==> config.mk <==
export PLATFORM = sky130hd
export DESIGN_NAME = mem_access_ctrl
export DESIGN_NICKNAME = d
export VERILOG_FILES = /design/src/rtl/lc3b_types.sv /design/src/rtl/mem_store_align.sv /design/src/rtl/mem_access_ctrl.sv
export SDC_FILE = /design/constraint.sdc
export NUM_CORES = 1
export LEC_CHECK = 0
export CAP_MARGIN = 0
export CORE_MARGIN = 4
export CORE_UTILIZATION = 40
export CTS_BUF_LIST = sky130_fd_sc_hd__clkbuf_8
export DETAILED_ROUTE_END_ITERATION = 12
export PLACE_DENSITY = 0.75
export SETUP_SLACK_MARGIN = 0.05
export SLEW_MARGIN = 20
export SYNTH_ARGS = -nofsm -noshare
export SYNTH_HDL_FRONTEND = slang
export SYNTH_SLANG_ARGS = --single-unit
==> constraint.sdc <==
create_clock -name clk -period 1.7 [get_ports clk]
set_input_delay 0.17 -clock clk [delete_from_list [all_inputs] [get_ports clk]]
set_output_delay 0.17 -clock clk [all_outputs]
set_load 0.1 [all_outputs]
==> src/rtl/lc3b_types.sv <==
// Shared LC-3b types for the memory stage: word type, controller states and
// byte-enable encodings.
package lc3b_types;

    typedef logic [15:0] lc3b_word;

    typedef enum logic [1:0] {
        IDLE,
        IND,
        ACCESS,
        DONE
    } lc3b_mem_state;

    localparam logic [1:0] BE_WORD = 2'b11;
    localparam logic [1:0] BE_LO   = 2'b01;
    localparam logic [1:0] BE_HI   = 2'b10;

    // dmem is word-addressed on the bus; byte selection happens through the enables.
    function automatic lc3b_word word_addr(input lc3b_word a);
        return a & 16'hfffe;
    endfunction

endpackage

==> src/rtl/mem_store_align.sv <==
// Store lane steering: replicates the byte for byte stores and picks the lane
// enable from the address LSB.
module mem_store_align
    import lc3b_types::*;
(
    input  logic       addr0,
    input  logic       byte_op,
    input  lc3b_word   store_data,
    output lc3b_word   wdata,
    output logic [1:0] byte_enable
);

    always_comb begin
        if (byte_op) begin
            wdata       = {store_data[7:0], store_data[7:0]};
            byte_enable = addr0 ? BE_HI : BE_LO;
        end else begin
            wdata       = store_data;
            byte_enable = BE_WORD;
        end
    end

endmodule

==> src/rtl/mem_access_ctrl.sv <==
// LC-3b memory-stage controller: turns EX/MEM load/store ops into handshaked
// dmem transactions, sequences indirect ops and stalls the pipeline until done.
module mem_access_ctrl
    import lc3b_types::*;
#(
    parameter int unsigned WIDTH = 16
) (
    input  logic             clk,
    input  logic             reset_n,
    input  logic             valid_in,
    input  logic             mem_read,
    input  logic             mem_write,
    input  logic             mem_byte,
    input  logic             mem_indirect,
    input  logic [WIDTH-1:0] addr,
    input  logic [WIDTH-1:0] store_data,
    input  logic             dmem_resp,
    input  logic [WIDTH-1:0] dmem_rdata,
    output logic [WIDTH-1:0] dmem_address,
    output logic [WIDTH-1:0] dmem_wdata,
    output logic [1:0]       dmem_byte_enable,
    output logic             dmem_read,
    output logic             dmem_write,
    output logic             stall,
    output logic [WIDTH-1:0] mdr_out,
    output logic [WIDTH-1:0] mar_out
);

    lc3b_mem_state state;
    lc3b_word      addr_q;
    lc3b_word      sd_q;
    logic          write_q;
    logic          byte_q;

    logic          memop;
    logic          align_addr0;
    logic          align_byte;
    lc3b_word      align_sd;
    lc3b_word      align_wdata;
    logic [1:0]    align_be;

    assign memop = valid_in & (mem_read | mem_write);

    // In IDLE the request is built from the incoming op; leaving IND it is built
    // from the pointer just read and the latched store data.
    always_comb begin
        if (state == IDLE) begin
            align_addr0 = addr[0];
            align_byte  = mem_byte;
            align_sd    = store_data;
        end else begin
            align_addr0 = dmem_rdata[0];
            align_byte  = byte_q;
            align_sd    = sd_q;
        end
    end

    mem_store_align u_align (
        .addr0       (align_addr0),
        .byte_op     (align_byte),
        .store_data  (align_sd),
        .wdata       (align_wdata),
        .byte_enable (align_be)
    );

    always_comb begin
        case (state)
            IDLE:    stall = memop;
            IND:     stall = 1'b1;
            ACCESS:  stall = 1'b1;
            default: stall = 1'b0;
        endcase
    end

    always_ff @(posedge clk or negedge reset_n) begin
        if (!reset_n) begin
            state            <= IDLE;
            addr_q           <= '0;
            sd_q             <= '0;
            write_q          <= 1'b0;
            byte_q           <= 1'b0;
            dmem_address     <= '0;
            dmem_wdata       <= '0;
            dmem_byte_enable <= 2'b00;
            dmem_read        <= 1'b0;
            dmem_write       <= 1'b0;
            mdr_out          <= '0;
            mar_out          <= '0;
        end else begin
            case (state)
                IDLE: begin
                    if (memop) begin
                        addr_q       <= addr;
                        sd_q         <= store_data;
                        write_q      <= mem_write;
                        byte_q       <= mem_byte & ~mem_indirect;
                        dmem_address <= word_addr(addr);
                        if (mem_indirect) begin
                            state            <= IND;
                            dmem_read        <= 1'b1;
                            dmem_write       <= 1'b0;
                            dmem_byte_enable <= BE_WORD;
                        end else begin
                            state            <= ACCESS;
                            dmem_read        <= ~mem_write;
                            dmem_write       <= mem_write;
                            dmem_byte_enable <= mem_write ? align_be : BE_WORD;
                            dmem_wdata       <= align_wdata;
                        end
                    end
                end
                IND: begin
                    if (dmem_resp) begin
                        state            <= ACCESS;
                        addr_q           <= dmem_rdata;
                        dmem_address     <= word_addr(dmem_rdata);
                        dmem_read        <= ~write_q;
                        dmem_write       <= write_q;
                        dmem_byte_enable <= write_q ? align_be : BE_WORD;
                        dmem_wdata       <= align_wdata;
                    end
                end
                ACCESS: begin
                    if (dmem_resp) begin
                        state            <= DONE;
                        mar_out          <= addr_q;
                        if (!write_q) begin
                            mdr_out <= dmem_rdata;
                        end
                        dmem_read        <= 1'b0;
                        dmem_write       <= 1'b0;
                        dmem_byte_enable <= 2'b00;
                    end
                end
                DONE:    state <= IDLE;
                default: state <= IDLE;
            endcase
        end
    end

endmodule

Yosys cells after proc, flatten, opt, wreduce, memory -nomap -nowiden
Cells that the tools add are included.
{"block": "op_classes", "bitwise": 6, "n_shift": 0, "n_mux": 38, "div": 0, "n_eq_ne": 7, "add_sub_neg": 0, "n_lt_le_gt_ge": 0, "n_mul": 0, "n_reduce_logical": 11}
{"operator": "$mux W16", "n": 9}
{"operator": "$pmux W16 S2", "n": 3}
{"operator": "$mux W2", "n": 12}
{"operator": "$mux W1", "n": 9}
{"operator": "$reduce_and A3 Y1", "n": 3}
{"operator": "$ne A2 B2 Y1 const B", "n": 4}
{"operator": "$pmux W2 S4", "n": 1}
{"operator": "$reduce_and A4 Y1", "n": 2}
{"operator": "$pmux W1 S3", "n": 2}
{"operator": "$pmux W2 S3", "n": 1}
{"operator": "$eq A2 B2 Y1 const B", "n": 2}
{"operator": "$reduce_and A2 Y1", "n": 2}
{"operator": "$not A1 Y1", "n": 3}
{"operator": "$reduce_bool A3 Y1", "n": 1}
{"operator": "$and A1 B1 Y1", "n": 2}
{"operator": "$eq A2 B1 Y1 const B", "n": 1}
{"operator": "$logic_not A2 Y1", "n": 1}
{"operator": "$pmux W1 S2", "n": 1}
{"operator": "$reduce_bool A2 Y1", "n": 1}
{"operator": "$reduce_or A2 Y1", "n": 1}
{"operator": "$or A1 B1 Y1", "n": 1}
{"block": "totals", "ramBits": 0, "out_inout_bits": 69, "latchBits": 0, "mem_bits_ro": 0, "elab_cells": 74, "ff_bits": 104, "in_bits": 56, "memories": 0}

Longest topological paths before layout
Gate-level depths: netlist of run 1.
{"block": "depth", "word_depth": 8, "depth_mapped": 8, "mapped_depth_nobuf": 6}

Modules after synthesis
A second synthesis of run 1 with hierarchy kept.
{"block": "unflattened", "hier_cells": 359, "hier_area_um2": 4393.0}
{"module": "mem_access_ctrl", "cells_per_inst": 340, "seq_area_each_um2": 2202.1, "n_inst": 1, "area_each_um2": 4191.5}
{"module": "mem_store_align", "cells_per_inst": 19, "seq_area_each_um2": 0.0, "n_inst": 1, "area_each_um2": 201.4}

Worst setup path after synthesis of run 1
OpenSTA, ideal clock, no wires.
{"block": "synth_path", "kind": "reg-to-output", "startpoint": "reg state[0]", "endpoint": "out stall", "t_required_ps": 1530, "arrival_ps": 2784, "path_slack_ps": -1254, "n_path_buf": 2, "path_stages_with_launch": 8, "cell_sequence": "dfrtp_1 > inv_1 > ha_1 > buf_4 > inv_1 > or2_2 > buf_2 > a21oi_1"}
{"block": "synth_between", "elab_chain_cells": 3, "elab_cells_between_ends": 5, "classes_between": "2 x eq/ne; 1 x mux; 2 x reduce/logical"}
{"item": "start, declared", "line": "mem_access_ctrl.sv:29", "rtl": "lc3b_mem_state state;"}
{"item": "start signal, assigned", "line": "mem_access_ctrl.sv:77", "rtl": "state <= IDLE;"}
{"item": "start signal, assigned", "line": "mem_access_ctrl.sv:99", "rtl": "state <= IND;"}
{"item": "start signal, assigned", "line": "mem_access_ctrl.sv:104", "rtl": "state <= ACCESS;"}
{"item": "$eq A2 B2 Y1 or $eq A2 B1 Y1 (tied branches)", "line": "mem_access_ctrl.sv:67", "rtl": "case (state)"}
{"item": "$reduce_or A2 Y1 (no line)"}
{"item": "$pmux W1 S2 (*)", "line": "mem_access_ctrl.sv:67"}
{"item": "end, declared", "line": "mem_access_ctrl.sv:24", "rtl": "output logic stall,"}
Every way passes the cells marked *; elsewhere a longest branch is shown, timed or not.

Final worst setup path of run 1
{"block": "layout_path", "startpoint": "reg state[1]", "endpoint": "reg dmem_wdata[13]"}
{"block": "layout_between", "elab_chain_cells": 6, "elab_cells_between_ends": 14, "classes_between": "4 x eq/ne; 7 x mux; 3 x reduce/logical"}
{"item": "$logic_not A2 Y1", "line": "mem_access_ctrl.sv:47, mem_access_ctrl.sv:90"}
{"item": "$mux W16 or $mux W1 (tied branches)", "line": "mem_access_ctrl.sv:47", "rtl": "if (state == IDLE) begin"}
{"item": "$mux W16", "line": "mem_store_align.sv:14", "rtl": "if (byte_op) begin"}
{"item": "$mux W16", "line": "mem_access_ctrl.sv:98", "rtl": "if (mem_indirect) begin"}
{"item": "$mux W16", "line": "mem_access_ctrl.sv:92", "rtl": "if (memop) begin"}
{"item": "$pmux W16 S2", "line": "mem_access_ctrl.sv:90", "rtl": "case (state)"}
{"item": "end signal, assigned", "line": "mem_access_ctrl.sv:108", "rtl": "dmem_wdata <= align_wdata;"}
{"item": "end signal, assigned", "line": "mem_access_ctrl.sv:120", "rtl": "dmem_wdata <= align_wdata;"}
{"item": "end, declared", "line": "mem_access_ctrl.sv:20", "rtl": "output logic [WIDTH-1:0] dmem_wdata,"}
Parallel ways exist; a longest one is shown, timed or not. The select of a mux whose other input is x is not followed.
A chain may end at the register's enable or synchronous reset.

==> results of run 1 <==
[cells by family (layout without fill, tap and decap cells)]
kind of cell	after synthesis	after routing	share of synthesized area, %
AOI/OAI and AO/OA	60	60	8.88
buffers and inverters	40	198	5.93
muxes	92	92	24.4
other	1	1	0.0921
DFF	88	88	54.1
and+or+nand+nor	47	47	5.38
adders and majority gates	4	4	1.23
[cell type report]
| cell class | count | area (um^2) |
|---|---|---|
| flip-flops and latches | 88 | 2200 |
| repair buffers | 177 | 1820 |
| fillers | 766 | 3530 |
| well taps | 133 | 166 |
| multi-input cells | 204 | 1910 |
| clock inverters | 6 | 66.3 |
| inverters | 5 | 21.3 |
| clock buffers | 10 | 138 |
[repair_timing]
action                                 CTS  global route
endpoints found under the hold margin   27             0
hold buffers                             1             0
resized for setup                       37            41
pin swaps                                5             7
gates cloned                             4             2
buffers inserted                        13             9
setup endpoints to repair               54            85
[sequential cells by signal, indices dropped and copies added (netlist names)]
register,count
mdr_out,16
mar_out,16
state,2
dmem_address,1
dmem_write,1
dmem_read,1
write_q,1
addr_q,15
sd_q,16
byte_q,1
dmem_wdata,16
dmem_byte_enable,2
[layer usage]
metal / vias up / track usage, %
met4: 0 / 5.95
met5: - / 0
li1: 1451 / -
met3: 11 / 6.57
met1: 1523 / 22.3
met2: 112 / 30.7
[cells in the final DEF, fill, tap and decap left out, types with 2 or more instances in the layout]
cell type,n
clkinv_2,2
o21ai_0,2
a31oi_1,2
nor2_4,3
a21oi_2,6
a21oi_1,32
clkbuf_16,2
mux2_4,19
nor2b_1,9
buf_12,19
inv_2,2
nor2_2,5
mux2_2,39
clkdlybuf4s50_1,54
clkbuf_8,10
ha_4,3
nand2_1,3
a211oi_1,7
inv_1,2
a211oi_4,2
a21oi_4,3
buf_6,12
nand2b_1,2
clkinv_4,2
or2_4,2
mux2i_1,30
nor2_1,19
mux2i_4,3
buf_4,87
buf_16,2
dfrtp_1,88
[worst min-delay path by stage]
stage | to | slack [ns]
2_1_floorplan | addr_q[0]$_DFFE_PN0P_ | -0.13
3_3_place_gp | sd_q[3]$_DFFE_PN0P_ | 0.13
3_5_place_dp | sd_q[11]$_DFFE_PN0P_ | 0.13
4_1_cts | dmem_wdata[5]$_DFFE_PN0P_ | 0.29
5_1_grt | dmem_wdata[11]$_DFFE_PN0P_ | 0.31
6_report | dmem_wdata[11]$_DFFE_PN0P_ | 0.28
[worst max-delay path, delay by kind of cell (launching register included)]
| kind | cells | cell delay, ns |
|---|---|---|
| mux | 2 | 0.49 |
| buf+inv | 4 | 0.47 |
| flops | 1 | 0.37 |
| compound gates | 1 | 0.25 |
| fa+ha+maj | 1 | 0.16 |
[per-stage QoR]
step	setup TNS [ns]	std cells	area (um^2)	util [%]
after detailed placement	-1.45	582	5530	56.1
final	-2.09	623	6330	64.2
after global routing	-4.94	623	6330	64.2
after floorplan	-1.02	332	4120	-
after CTS	-1.29	616	6120	62.0
after global placement	-0.538	582	5530	56.1
==> summary.txt, run 1 <==
STA
  – Transition at the pin with the smallest max-transition slack: 0.637 ns
  – Final Slew Violations: 0
  – F_max: between 500 and 600 MHz
  – Final critical-path share of the clock period: 109%
  – Final worst clock skew: ~0.0085 ns
  – Hold Fails Final Rpt: 0
  – Slew Limit Headroom: around 58%
  – Setup ws final: -0.156 ns
  – Final hold slack: ~0.28 ns
  – Final setup violation count: 43
  – RSZ-0062 raised after global routing: yes
  – Tmin final: 1.86 ns

CTS
  – Maximum root-to-sink buffer count: 2
  – Root buf cell: clkbuf_8
  – Total clock buffers created by CTS: 9
  – Skew-Pair Late Insertion Delay: 0.35 ns
  – Number of H-tree levels: 3
  – Clock Pin Slew Worst Setup and Hold Paths: 0.09 ns
  – Clock tree from TritonCTS: built
  – Number of clock sinks seen by CTS: 88

Routing
  – Met2 WL: between 5 and 6 mm
  – Per-cell routed wire length: 17.6 um
  – Vias per std cell: around 5.0
  – Detailed-route DRC error count: 0
  – Highest Signal Layer: met4
  – Count of TritonRoute iterations in the first routing pass: 6
  – Initial drt markers: 88
  – Routed vias: approximately 3,100
  – Wire length the detailed router placed on met1: 4.51 mm
  – Final antenna-violating net count: 0
  – WL met3: 970 um
  – Total wirelength of the detailed-routed design: between 10 and 15 mm

Cells and area
  – Share of cells above drive strength 1: approximately 48%
  – Total inserted antenna cells: 0
  – Area growth syn-to-layout: 55.5%
  – Fin nets: 545

Setup path
  – Crit path launch: state[1]$_DFFE_PN0P_
  – Worst reg-to-reg setup slack: -0.16 ns
  – Worst reg2reg path endpoint: dmem_wdata[13]$_DFFE_PN0P_
  – Worst endpoint required time: just under 2 ns
  – Crit-path max FO: 7
  – Timing endpoint of the critical path: dmem_wdata[13]$_DFFE_PN0P_
  – WS Path Type: reg2reg
  – Launching point of the worst reg2reg path: state[1]$_DFFE_PN0P_
  – Largest stage delay, worst path: around 0.37 ns
  – Crit end category: flip-flop
  – Worst-path cell with the longest stage delay: dfrtp_1
  – Depth of the worst register-to-register path: 8
  – Startpoint types: flip-flop
  – Crit path cell chain: inv_2 -> buf_6 -> ha_4 -> mux2i_4 -> a211oi_4 -> buf_4 -> buf_12 -> mux2_4
  – Signal arrival time at the worst endpoint: between 2 and 2.5 ns

Floorplanning
  – # rows: 36
  – Die boundary height: around 110 um
  – Number of primary I/O pins: ~130
  – Area of the die: 11,900 um^2
  – Die width: roughly 110 um
  – Effective utilization at floorplan: between 40% and 50%
  – Area of the core: about 10000 um^2

Logic synthesis
  – Commonest cells in the synthesized netlist: dfrtp_1, mux2_2, a21oi_1, mux2i_1, nor2_1
  – Net Count, Synth: just under 400
  – Ys Warns: 0
  – Sequential cell area fraction in the yosys report: 54.1%
  – Mapped Cells: 332
  – Synth cell types: 32
  – Synth Flop Type: dfrtp_1
  – Most area-hungry cell type in the Yosys netlist: dfrtp_1
  – EDFF count, synth: 0
  – Most frequent cell after synthesis: dfrtp_1
  – Fraction of registers with async set or reset after synthesis: between 90% and 100%
  – Top cell type's share of synthesized area: between 50% and 60%
  – Leading cell types by total area after synthesis: dfrtp_1, mux2_2, mux2i_1
  – Post-synthesis register bit count: 88
  – Cell Area, Synth: 4070 um^2
  – Avg Synthesized Cell Area: between 10 and 15 um^2

GRT
  – Initial antenna violation count: 0
  – Total global routing track utilization: between 10% and 20%
  – Largest net degree at the start of global routing: 32
  – Total congestion overflow: 0
  – Global-route wire length before repair: ~17 mm
  – Via count of the first global-routing pass: between 3,000 and 4,000

Placement
  – Port-buffer cells: roughly 120
  – DP Worst Slack: -0.0619 ns
  – Dpl hpwl: just over 7 mm
  – Routability congestion estimate: approximately 0.82

Status
  – Failing checks: setup timing
  – Outcome: finished, violations left

Flow run
  – Max-capacitance violation count: 0

Hold path
  – Kind of path behind the tightest hold check: in2async
Power of run 1 is not shown: default switching activity piles up to over one toggle a cycle in this logic, so the estimate is an artifact.
==> run 2, diff against run 1 <==
- ABC_CLOCK_PERIOD_IN_PS: not set -> 1700
- PLACE_DENSITY: 0.75 -> 0.74
==> summary.txt, run 2 (same netlist as run 1, synthesis figures left out) <==
Status
  – Outcome: finished, violations left
  – Failing checks: setup timing

Cells and area
  – Total inserted antenna cells: 0 (unchanged)
  – Most common cell after layout, fill and taps aside: dfrtp_1
  – Share of cells above drive strength 1: 43.2% (-4.3 points)
  – Area growth syn-to-layout: 51.4%
  – # fillers: 738 (-3.7%)
  – Area of the multi-input gates: 1780 um^2 (-7.1%)
  – Fin nets: 541 (-0.73%)
  – Commonest cells after routing, fill and taps aside: dfrtp_1, buf_4, clkdlybuf4s50_1, mux2_2, a21oi_1
  – FF/Latch Area: 2200 um^2 (unchanged)

Floorplanning
  – Area of the die: 11,900 um^2 (unchanged)
  – Area of the core: 9860 um^2 (unchanged)
  – Number of primary I/O pins: 125 (unchanged)
  – # rows: 36 (unchanged)
  – Effective utilization at floorplan: 41.3% (unchanged)
  – Die boundary height: 109 um (unchanged)
  – Die width: 109 um (unchanged)

Routing
  – Vias per std cell: 5.01 (+0.84%)
  – Per-cell routed wire length: 17.5 um (-0.52%)
  – Count of TritonRoute iterations in the first routing pass: 4 (-2)
  – Total wirelength of the detailed-routed design: 10.9 mm (-1.2%)
  – Initial drt markers: 86 (-2.3%)
  – Final antenna-violating net count: 0 (unchanged)
  – Routed vias: 3,103 (+0.19%)
  – Detailed-route DRC error count: 0 (unchanged)

STA
  – Final worst clock skew: 0.0110 ns (+0.00253 ns)
  – RSZ-0062 raised after global routing: yes
  – Final setup violation count: 38 (-12%)
  – F_max: 535 MHz (-0.70%)
  – Slew Limit Headroom: 64.8% (+7.3 points)
  – Final Slew Violations: 0 (unchanged)
  – Final critical-path share of the clock period: 110% (+0.77 points)
  – Transition at the pin with the smallest max-transition slack: 0.528 ns (-0.109 ns)
  – Hold Fails Final Rpt: 0 (unchanged)
  – Tmin final: 1.87 ns (+0.0132 ns)
  – Setup ws final: -0.169 ns (-0.0132 ns)

Setup path
  – Crit-path max FO: 2 (-5)
  – WS Path Type: reg2out
  – Worst endpoint required time: 1.53 ns (-0.41 ns)
  – Largest stage delay, worst path: 0.39 ns (+0.02 ns)
  – Crit end category: output pin
  – Depth of the worst register-to-register path: 7 (-1)
  – Worst-path cell with the longest stage delay: dfrtp_1
  – Startpoint types: flip-flop
  – Cell family with the largest share of critical-path delay: buffers and inverters
  – Critical path depth in cells: 7 (-1)
  – Signal arrival time at the worst endpoint: 1.70 ns (-0.40 ns)
  – Crit path cell chain: inv_2 -> ha_4 -> buf_6 -> inv_4 -> or2_4 -> a21oi_4 -> buf_12
  – Critical path buffers and inverters: 4 (unchanged)

CTS
  – Clock tree from TritonCTS: built
  – Skew-Pair Late Insertion Delay: 0.36 ns (about the same)
  – Maximum root-to-sink buffer count: 2 (unchanged)
  – Number of clock sinks seen by CTS: 88 (unchanged)
  – Clock Pin Slew Worst Setup and Hold Paths: 0.10 ns (about the same)
  – Root buf cell: clkbuf_8
  – Number of H-tree levels: 3 (unchanged)
  – Total clock buffers created by CTS: 9 (unchanged)

GRT
  – Total congestion overflow: 0 (unchanged)
  – Global-route wire length before repair: 16.9 mm (+0.91%)
  – Total global routing track utilization: 18.6% (+0.11 points)
  – Largest net degree at the start of global routing: 41 (+28%)
  – Via count of the first global-routing pass: 3,282 (+0.31%)
  – Initial antenna violation count: 0 (unchanged)

Placement
  – Routability congestion estimate: 0.863 (+4.7%)
  – DP Worst Slack: -0.0763 ns (-0.0144 ns)
  – Dpl hpwl: 7.35 mm (+4.3%)
  – Port-buffer cells: 123 (unchanged)

Hold path
  – Kind of path behind the tightest hold check: in2async

Flow run
  – Max-capacitance violation count: 0 (unchanged)
[run 2: per-stage QoR]
| stage | setup TNS (ns) | hold WS (ns) | cell area, um^2 | util [%] | cells |
|---|---|---|---|---|---|
| after floorplan | -1.02 | -0.126 | 4120 | - | 332 |
| after global placement | -0.00904 | 0.185 | 5540 | 56.1 | 584 |
| after detailed placement | -1.02 | 0.181 | 5540 | 56.1 | 584 |
| after CTS | -3.15 | 0.325 | 6110 | 61.9 | 617 |
| after global routing | -6.29 | 0.364 | 6160 | 62.5 | 619 |
| final | -2.72 | 0.309 | 6160 | 62.5 | 619 |
[run 2: layout make-up]
| cell class | count | share of cell area (%) |
|---|---|---|
| repair buffers | 173 | 28.7 |
| well taps | 133 | 2.70 |
| flip-flops and latches | 88 | 35.7 |
| inverters | 5 | 0.345 |
| multi-input cells | 204 | 28.8 |
| clock inverters | 7 | 1.66 |
| clock buffers | 9 | 2.01 |
[run 2: worst paths after layout]
| kind | slack [ns] | start | end |
|---|---|---|---|
| min in group clk | 0.44 | addr[13] | addr_q[13]$_DFFE_PN0P_ |
| worst max register to register | -0.09 | state[0]$_DFFE_PN0P_ | dmem_wdata[8]$_DFFE_PN0P_ |
| worst max-delay path | -0.17 | state[1]$_DFFE_PN0P_ | stall |
| worst min-delay path | 0.31 | reset_n | dmem_wdata[12]$_DFFE_PN0P_ |
| max in group asynchronous | 0.77 | reset_n | mar_out[11]$_DFFE_PN0P_ |
| worst min register to register | 0.51 | sd_q[8]$_DFFE_PN0P_ | sd_q[8]$_DFFE_PN0P_ |
[run 2: per-layer routing]
| layer | part of all wire, % | track usage [%] | wire (um) |
|---|---|---|---|
| met1 | 41 | 22.8 | 4500 |
| met2 | 48 | 30.4 | 5230 |
| met3 | 9.4 | 7.28 | 1020 |
| met4 | 0.99 | 5.14 | 108 |
| met5 | 0 | 0 | 0 |
[run 2: what timing repair did]
item / in CTS / in global routing
hold buffers: 1 / 0
gates resized for setup: 37 / 15
gates cloned: 3 / 1
hold endpoints to repair: 37 / 0
buffers inserted: 14 / 4
endpoints found under the setup margin: 82 / 89
pin swaps: 7 / 7
Power of run 2 is left out for the same reason.
==> run 3, diff against run 2 <==
- PLACE_DENSITY: 0.74 -> 0.73
- SYNTH_HIERARCHICAL: not set -> 1
==> summary.txt, run 3 <==
Status
  – Outcome: finished, violations left
  – Failing checks: setup timing

Setup path
  – Depth of the worst register-to-register path: 8 (+1)
  – Worst endpoint required time: 1.91 ns (+0.38 ns)
  – Crit path launch: state[1]$_DFFE_PN0P_
  – Crit end category: flip-flop
  – Crit-path max FO: 9 (+7)
  – Worst reg-to-reg setup slack: -0.28 ns (-0.19 ns)
  – WS Path Type: reg2reg
  – Signal arrival time at the worst endpoint: 2.19 ns (+0.49 ns)
  – Startpoint types: flip-flop
  – Launching point of the worst reg2reg path: state[1]$_DFFE_PN0P_

CTS
  – Root buf cell: clkbuf_8
  – Number of clock sinks seen by CTS: 88 (unchanged)
  – Clock tree from TritonCTS: built
  – Number of H-tree levels: 3 (unchanged)
  – Clock Pin Slew Worst Setup and Hold Paths: 0.09 ns (about the same)
  – Total clock buffers created by CTS: 9 (unchanged)
  – Skew-Pair Late Insertion Delay: 0.37 ns (about the same)
  – Maximum root-to-sink buffer count: 2 (unchanged)

Logic synthesis
  – Sequential cell area fraction in the yosys report: 50.1% (-4.0 points)
  – Top cell type's share of synthesized area: 50.1% (-4.0 points)
  – Most frequent cell after synthesis: dfrtp_1
  – Mapped Cells: 359 (+8.1%)
  – Cell Area, Synth: 4390 um^2 (+7.9%)
  – Most area-hungry cell type in the Yosys netlist: dfrtp_1
  – EDFF count, synth: 0 (unchanged)
  – Synth cell types: 36 (+13%)
  – Ys Warns: 6 (+6)
  – Fraction of registers with async set or reset after synthesis: 100% (unchanged)
  – Net Count, Synth: 420 (+7.1%)
  – Commonest cells in the synthesized netlist: dfrtp_1, mux2_2, buf_4, inv_1, nand2_1
  – Leading cell types by total area after synthesis: dfrtp_1, mux2_2, buf_4
  – Avg Synthesized Cell Area: 12.2 um^2 (-0.22%)
  – Post-synthesis register bit count: 88 (unchanged)
  – Synth Flop Type: dfrtp_1

Floorplanning
  – Area of the core: 10,500 um^2 (+6.5%)
  – # rows: 37 (+2.8%)
  – Number of primary I/O pins: 125 (unchanged)
  – Die boundary height: 113 um (+3.6%)
  – Effective utilization at floorplan: 41.8% (+0.53 points)
  – Area of the die: 12,700 um^2 (+7.3%)
  – Die width: 113 um (+3.6%)

Placement
  – Dpl hpwl: 8.84 mm (+20%)
  – Instance area at placement: 6150 um^2 (+11%)
  – Routability congestion estimate: 0.828 (-4.0%)
  – DP Worst Slack: -0.330 ns (-0.254 ns)
  – Port-buffer cells: 123 (unchanged)

Cells and area
  – Total inserted antenna cells: 0 (unchanged)
  – Final std cell area, no fill: 7080 um^2 (+15%)
  – Share of cells above drive strength 1: 53.3% (+10 points)
  – Area growth syn-to-layout: 61.1%
  – Fin nets: 572 (+5.7%)
  – Commonest cells after routing, fill and taps aside: dfrtp_1, buf_4, clkdlybuf4s50_1, mux2_4, buf_12
  – Most common cell after layout, fill and taps aside: dfrtp_1

GRT
  – Initial antenna violation count: 0 (unchanged)
  – Total global routing track utilization: 20.5% (+2.0 points)
  – Largest net degree at the start of global routing: 48 (+17%)
  – Global-route wire length before repair: 20.4 mm (+21%)
  – Via count of the first global-routing pass: 3,724 (+13%)
  – Total congestion overflow: 0 (unchanged)

STA
  – Final Slew Violations: 0 (unchanged)
  – RSZ-0062 raised after global routing: yes
  – Final setup violation count: 48 (+26%)
  – Tmin final: 1.98 ns (+0.111 ns)
  – Final critical-path share of the clock period: 116% (+6.5 points)
  – Setup ws final: -0.280 ns (-0.111 ns)
  – Slew Limit Headroom: 60.7% (-4.1 points)
  – Transition at the pin with the smallest max-transition slack: 0.575 ns (+0.0472 ns)
  – Summed negative setup slack over all endpoints: -8.49 ns (-5.78 ns)
  – Final worst clock skew: 0.0133 ns (+0.00224 ns)
  – F_max: 505 MHz (-5.6%)
  – Final hold slack: 0.246 ns (-0.0636 ns)
  – Hold Fails Final Rpt: 0 (unchanged)

Routing
  – Total wirelength of the detailed-routed design: 13.8 mm (+27%)
  – Detailed-route DRC error count: 0 (unchanged)
  – Count of TritonRoute iterations in the first routing pass: 5 (+1)
  – Final antenna-violating net count: 0 (unchanged)
  – Per-cell routed wire length: 21.2 um (+21%)
  – Vias per std cell: 5.53 (+10%)
  – Initial drt markers: 194 (+130%)
  – Routed vias: 3,608 (+16%)

Hold path
  – Kind of path behind the tightest hold check: in2async

Flow run
  – Max-capacitance violation count: 0 (unchanged)
run 3: kinds of logic (layout without fill, tap and decap cells):
logic type	count (synthesis)	after routing	share of synthesized area, %
other	1	1	0.0854
adders and majority gates	5	5	1.42
DFF	88	88	50.1
and+or+nand+nor	30	30	3.10
muxes	80	80	21.1
buffers and inverters	75	232	9.17
AOI/OAI and AO/OA	80	80	15.0
run 3: layout make-up:
class | count | area [um^2]
Timing Repair Buffer | 193 | 2170
Fill cell | 702 | 3430
Tap cell | 136 | 170
Multi-Input combinational cell | 196 | 2260
Clock inverter | 6 | 45.0
Inverter | 23 | 90.1
Clock buffer | 10 | 138
Sequential cell | 88 | 2200
run 3: per-layer routing:
metal | wire (um) | global-route usage (%)
met5 | 0 | 0
met1 | 5560 | 26.4
met3 | 756 | 3.85
met4 | 566 | 10.2
met2 | 6910 | 33.3
run 3: worst paths after layout:
kind                                                    to
worst max-delay path                 addr_q[2]$_DFFE_PN0P_
worst min-delay path                mdr_out[9]$_DFFE_PN0P_
worst max register to register       addr_q[2]$_DFFE_PN0P_
worst min register to register          byte_q$_DFFE_PN0P_
max in group asynchronous       dmem_wdata[13]$_DFFE_PN0P_
min in group clk                        byte_q$_DFFE_PN0P_
run 3: worst max-delay path, stage by stage, from the launching register on:
cell        delay, ns
dfrtp_1          0.40
inv_2            0.09
buf_6            0.11
buf_4            0.10
ha_2             0.24
clkinvlp_4       0.15
buf_12           0.16
a2111oi_0        0.46
a221oi_1         0.13
run 3: timing repair:
| action | 4_1_cts | 5_1_grt |
|---|---|---|
| gates cloned | 4 | 1 |
| hold endpoints to repair | 23 | 0 |
| buffers inserted | 8 | 8 |
| hold buffers | 1 | 0 |
| resized for setup | 80 | 34 |
| pin swaps | 5 | 5 |
| setup endpoints to repair | 73 | 72 |
run 3: metrics by stage:
| stage | std cells | utilization (%) |
|---|---|---|
| 5_1_grt | 652 | 67.3 |
| 3_5_place_dp | 616 | 58.5 |
| 2_1_floorplan | 359 | - |
| 6_report | 652 | 67.3 |
| 3_3_place_gp | 616 | 58.5 |
| 4_1_cts | 645 | 65.0 |
Power of run 3 is left out for the same reason.
